**src/rtl/truth_table_sweeper.sv**
```systemverilog
// Sweeps an N_IN-input combinational block through every input vector, captures
// its truth table after a settle dwell, and compares it against an expected table.
module truth_table_sweeper #(
   parameter int unsigned N_IN  = 4,
   parameter int unsigned DWELL = 2
) (
   input  logic                  clk,
   input  logic                  rst_n,
   input  logic                  start,
   input  logic                  abort,
   input  logic [(1<<N_IN)-1:0]  expected,
   output logic [N_IN-1:0]       dut_in,
   input  logic                  dut_out,
   output logic                  busy,
   output logic                  done,
   output logic                  pass,
   output logic [(1<<N_IN)-1:0]  captured,
   output logic [N_IN:0]         mismatch_cnt
);

   localparam int unsigned NV = 1 << N_IN;
   localparam int unsigned CW = (DWELL > 1) ? $clog2(DWELL) : 1;

   typedef enum logic [1:0] {IDLE, SETTLE, SAMPLE, DONE} state_t;

   state_t          state, state_nx;
   logic [N_IN-1:0] idx;
   logic [CW-1:0]   dwell_cnt;
   logic [NV-1:0]   exp_q;
   logic            last_vec;
   logic            dwell_end;
   logic            miss;
   logic [N_IN:0]   cnt_nx;

   always_ff @(posedge clk or negedge rst_n) begin
      if (!rst_n) state <= IDLE;
      else        state <= state_nx;
   end

   always_comb begin
      last_vec  = (idx == '1);
      dwell_end = (dwell_cnt == CW'(DWELL - 1));
      miss      = dut_out ^ exp_q[idx];
      cnt_nx    = mismatch_cnt + {{N_IN{1'b0}}, miss};
      state_nx  = state;
      busy      = 1'b0;
      done      = 1'b0;
      dut_in    = '0;
      case (state)
         IDLE: begin
            if (start && !abort) state_nx = SETTLE;
         end
         SETTLE: begin
            busy   = 1'b1;
            dut_in = idx;
            if (abort)          state_nx = IDLE;
            else if (dwell_end) state_nx = SAMPLE;
         end
         SAMPLE: begin
            busy   = 1'b1;
            dut_in = idx;
            if (abort)         state_nx = IDLE;
            else if (last_vec) state_nx = DONE;
            else               state_nx = SETTLE;
         end
         DONE: begin
            done     = 1'b1;
            state_nx = IDLE;
         end
         default: state_nx = IDLE;
      endcase
   end

   // pass is resolved from the final count on the edge entering DONE so it is
   // already valid while done is high.
   always_ff @(posedge clk or negedge rst_n) begin
      if (!rst_n) begin
         idx          <= '0;
         dwell_cnt    <= '0;
         exp_q        <= '0;
         captured     <= '0;
         mismatch_cnt <= '0;
         pass         <= 1'b0;
      end else begin
         case (state)
            IDLE: begin
               if (start && !abort) begin
                  exp_q        <= expected;
                  captured     <= '0;
                  mismatch_cnt <= '0;
                  pass         <= 1'b0;
                  idx          <= '0;
                  dwell_cnt    <= '0;
               end
            end
            SETTLE: begin
               if (abort) pass <= 1'b0;
               else       dwell_cnt <= dwell_cnt + 1'b1;
            end
            SAMPLE: begin
               if (abort) begin
                  pass <= 1'b0;
               end else begin
                  captured[idx] <= dut_out;
                  mismatch_cnt  <= cnt_nx;
                  if (last_vec) begin
                     pass <= (cnt_nx == '0);
                  end else begin
                     idx       <= idx + 1'b1;
                     dwell_cnt <= '0;
                  end
               end
            end
            default: ;
         endcase
      end
   end

endmodule
```
**config.mk**
```make
export PLATFORM = sky130hd
export DESIGN_NAME = truth_table_sweeper
export DESIGN_NICKNAME = d
export VERILOG_FILES = /design/src/rtl/truth_table_sweeper.sv
export SDC_FILE = /design/constraint.sdc
export NUM_CORES = 1
export LEC_CHECK = 0
export CAP_MARGIN = 20
export CORE_MARGIN = 5
export CORE_UTILIZATION = 51
export CTS_CLUSTER_DIAMETER = 30
export CTS_CLUSTER_SIZE = 28
export DETAILED_ROUTE_END_ITERATION = 6
export PLACE_DENSITY = 0.89
export SLEW_MARGIN = 10
export SYNTH_ARGS = -nofsm -noshare
export SYNTH_HDL_FRONTEND = slang
export SYNTH_SLANG_ARGS = --single-unit
export TNS_END_PERCENT = 100
```
**constraint.sdc**
```tcl
create_clock -name clk -period 3.8 [get_ports clk]
set_input_delay 0.76 -clock clk [delete_from_list [all_inputs] [get_ports clk]]
set_output_delay 0.76 -clock clk [all_outputs]
set_load 0.03 [all_outputs]
```
==> metrics.txt <==
area fraction of the dominant cell type after synthesis 47.5%; clk_lat worst skew 0.30 ns; Iter 0 DRT Violations 140; Slew Viols, Final 0; GPL Wtd Cong 0.851; filler cell count between 300 and 400; crit path cell chain mux4_2, a22o_1, a221oi_2, xnor2_1, ha_1, ha_1, or4_1, a2111oi_0, mux2_2; number of synthesized register bits 45; Core Area between 4000 and 5000 um2; Slew HR a little under two thirds; pin slew with the least headroom to its limit ~0.54 ns; TritonCTS clock tree done; VDD IR max 0.000311 V; Post-CTS Hold Buffers 0; vias in the first global route 1859; fraction of layout cells with a size suffix above 1 13.2%; Vias approximately 1900; WL final about 5.3 mm; clk root buf clkbuf_8; cells after synthesis 217; 1st-pass router iterations 4; starting density of the core 53.4%; die width about 80 um; # Max-Cap Violations 0; critical path type flip-flop to flip-flop; die area 6110 um2; die height 78.2 um; required time of the critical path 4.04 ns; syn_nets 248; Setup Buffers After CTS 0; DRC viols 0; pin count of the biggest net entering global routing between 40 and 50; Clk pin slew, worst setup/hold paths 0.09 ns; mean post-synth cell area 10.9 um2; min Tclk post-route roughly 3.3 ns; final setup vio count 0; Slowest-stage cell, CP dfrtp_1; H-Tree Depth 2; post-synthesis cell type count 38; main area contributors after synthesis dfrtp_1 47%, mux2_2 8.1%, ha_1 5.3%; DP HPWL 3.85 mm; Worst Hold Class input port to asynchronous set/reset pin; leading area contributor after synthesis dfrtp_1; wire per inst 16.6 um; post-cts resize count 0; Final Hold Vio Count 0; Placement Cell Area 2870 um2; Crit path top cell by count ha_1; overflow left after global routing 0; Layout area overhead 25.9%; Max Clk Rate 301 MHz; final design area excluding fillers 2980 um2; NumNets Final 295; setup TNS 0 ns; crit path max fanout 8; Worst Setup Slack, final 0.476 ns; CP Capture Type flip-flop; outcome finished clean; Ant. Diodes 0; highest cell delay on the worst timing path around 0.54 ns; antenna violations before repair 0; fin crit share 87.5%; post-synthesis sequential area ratio 47.5%; Top Ports 49; P per Cell Area 459 nW/um2; Place WS about 0.50 ns; total global-route track usage 17.8%; unrepaired setup endpoints after global routing no; PnR Total Power between 1 and 1.5 mW; CTS Buf Count 5; post-DR vias/cell between 6 and 7; crit path launch type flip-flop; Ys Warns 0; post-route ant nets 0; CTS sink cnt 45; Setup Skew 0.0115 ns; CTS Buffer Depth 2; Final Util 67.1%; PortBufs 48; first-pass GRT wire length 8.78 mm; mapped cell area ~2400 um2; Critical Path AT between 3 and 4 ns; Lkg Pwr 1.32 nW; Row Count 24
==> sequential cells by signal, summed over array words and instances, names as in the netlist <==
signal        flops
captured         16
exp_q            16
mismatch_cnt      5
idx               4
state             2
dwell_cnt         1
pass              1
==> routing by layer <==
layer,track usage (%),wire length (um)
met5,0,0
met4,5.59,62
met3,3.43,316
met2,29.5,2570
met1,23.9,2300
==> worst max-delay path, delay by kind of cell (launching register included) <==
family	cells	cell delay, ns
compound gates	3	0.87
mux	2	0.76
flops	1	0.54
simple gates	1	0.52
fa+ha+maj	2	0.48
xor+xnor	1	0.10
==> stage by stage <==
step           std cells  hold WS (ns)
3_3_place_gp         308         0.488
6_report             317         0.431
2_1_floorplan        217         0.464
5_1_grt              317         0.474
3_5_place_dp         308         0.489
4_1_cts              316         0.511
==> Yosys cell counts <==
master     number
clkbuf_1        6
mux2i_1         2
dfrtp_1        45
mux4_1          2
a2111oi_0       1
nand3_1         8
o22ai_1        14
a21o_1          2
nand4_1         2
and2b_1         1
nor3_1          1
buf_6           1
o211ai_1        1
mux4_2          2
nor2_1          4
buf_2           4
or2_2           2
nor2b_1         1
and2_1          5
nand2_1        23
ha_1           10
a21oi_1         8
a21boi_0        1
or4_1           1
mux2_2         17
a211oi_1        2
nand3b_2        1
a32o_1          3
and4_1          1
xnor2_1         3
a22o_1          6
a31o_2          2
and3_1         16
a221oi_2        1
nand2b_1        5
o21ai_0         4
inv_1           8
o32ai_1         1
==> cell families after synthesis <==
group / Yosys count / synth area share (%)
buffers and inverters: 19 / 3.54
adder cells (fa/ha/maj): 10 / 5.28
XOR/XNOR: 3 / 1.11
AND/OR/NAND/NOR: 71 / 15.8
multiplexers: 23 / 13.0
flip-flops: 45 / 47.5
AO/OA/AOI/OAI: 46 / 13.7
==> area by class of cell <==
cell class	count	area (um2)	share of cell area [%]
multi-input cells	153	1160	38.9
clock buffers	7	76.3	2.56
flip-flops and latches	45	1130	37.7
well taps	52	65.1	2.18
inverters	8	30.0	1.01
clock inverters	1	7.51	0.252
repair buffers	51	518	17.4
==> final timing paths <==
check	from	to	slack, ns	cells past startpoint
worst max register to register	idx[0]$_DFFE_PN0P_	pass$_DFFE_PN0P_	0.48	9
worst min-delay path	rst_n	idx[2]$_DFFE_PN0P_	0.43	1
max in group asynchronous	rst_n	exp_q[4]$_DFFE_PN0P_	2.87	2
worst min register to register	captured[15]$_DFFE_PN0P_	captured[15]$_DFFE_PN0P_	0.51	1
worst max-delay path	idx[0]$_DFFE_PN0P_	pass$_DFFE_PN0P_	0.48	9
min in group clk	captured[15]$_DFFE_PN0P_	captured[15]$_DFFE_PN0P_	0.51	1
==> cell usage in the layout (no fill, tap or decap), drive strengths merged, types with 2 or more instances in the layout <==
| master | count |
|---|---|
| a31o | 2 |
| and3 | 16 |
| xnor2 | 3 |
| a21oi | 8 |
| and2 | 5 |
| o21ai | 4 |
| a22o | 6 |
| nand2b | 5 |
| nand3 | 8 |
| ha | 10 |
| nor2 | 4 |
| clkbuf | 7 |
| inv | 8 |
| a21o | 2 |
| mux2i | 2 |
| dfrtp | 45 |
| o22ai | 14 |
| a32o | 3 |
| nand2 | 23 |
| buf | 4 |
| clkdlybuf4s50 | 47 |
| nand4 | 2 |
| mux2 | 17 |
| a211oi | 2 |
| or2 | 2 |
| mux4 | 4 |
==> report_power, final <==
group | internal [mW] | leakage (nW) | switching, mW
clock network | 0.130 | 0.0385 | 0.158
registers | 0.582 | 0.591 | 0.0635
logic | 0.233 | 0.692 | 0.205
Power figures use the tool's default switching activity.
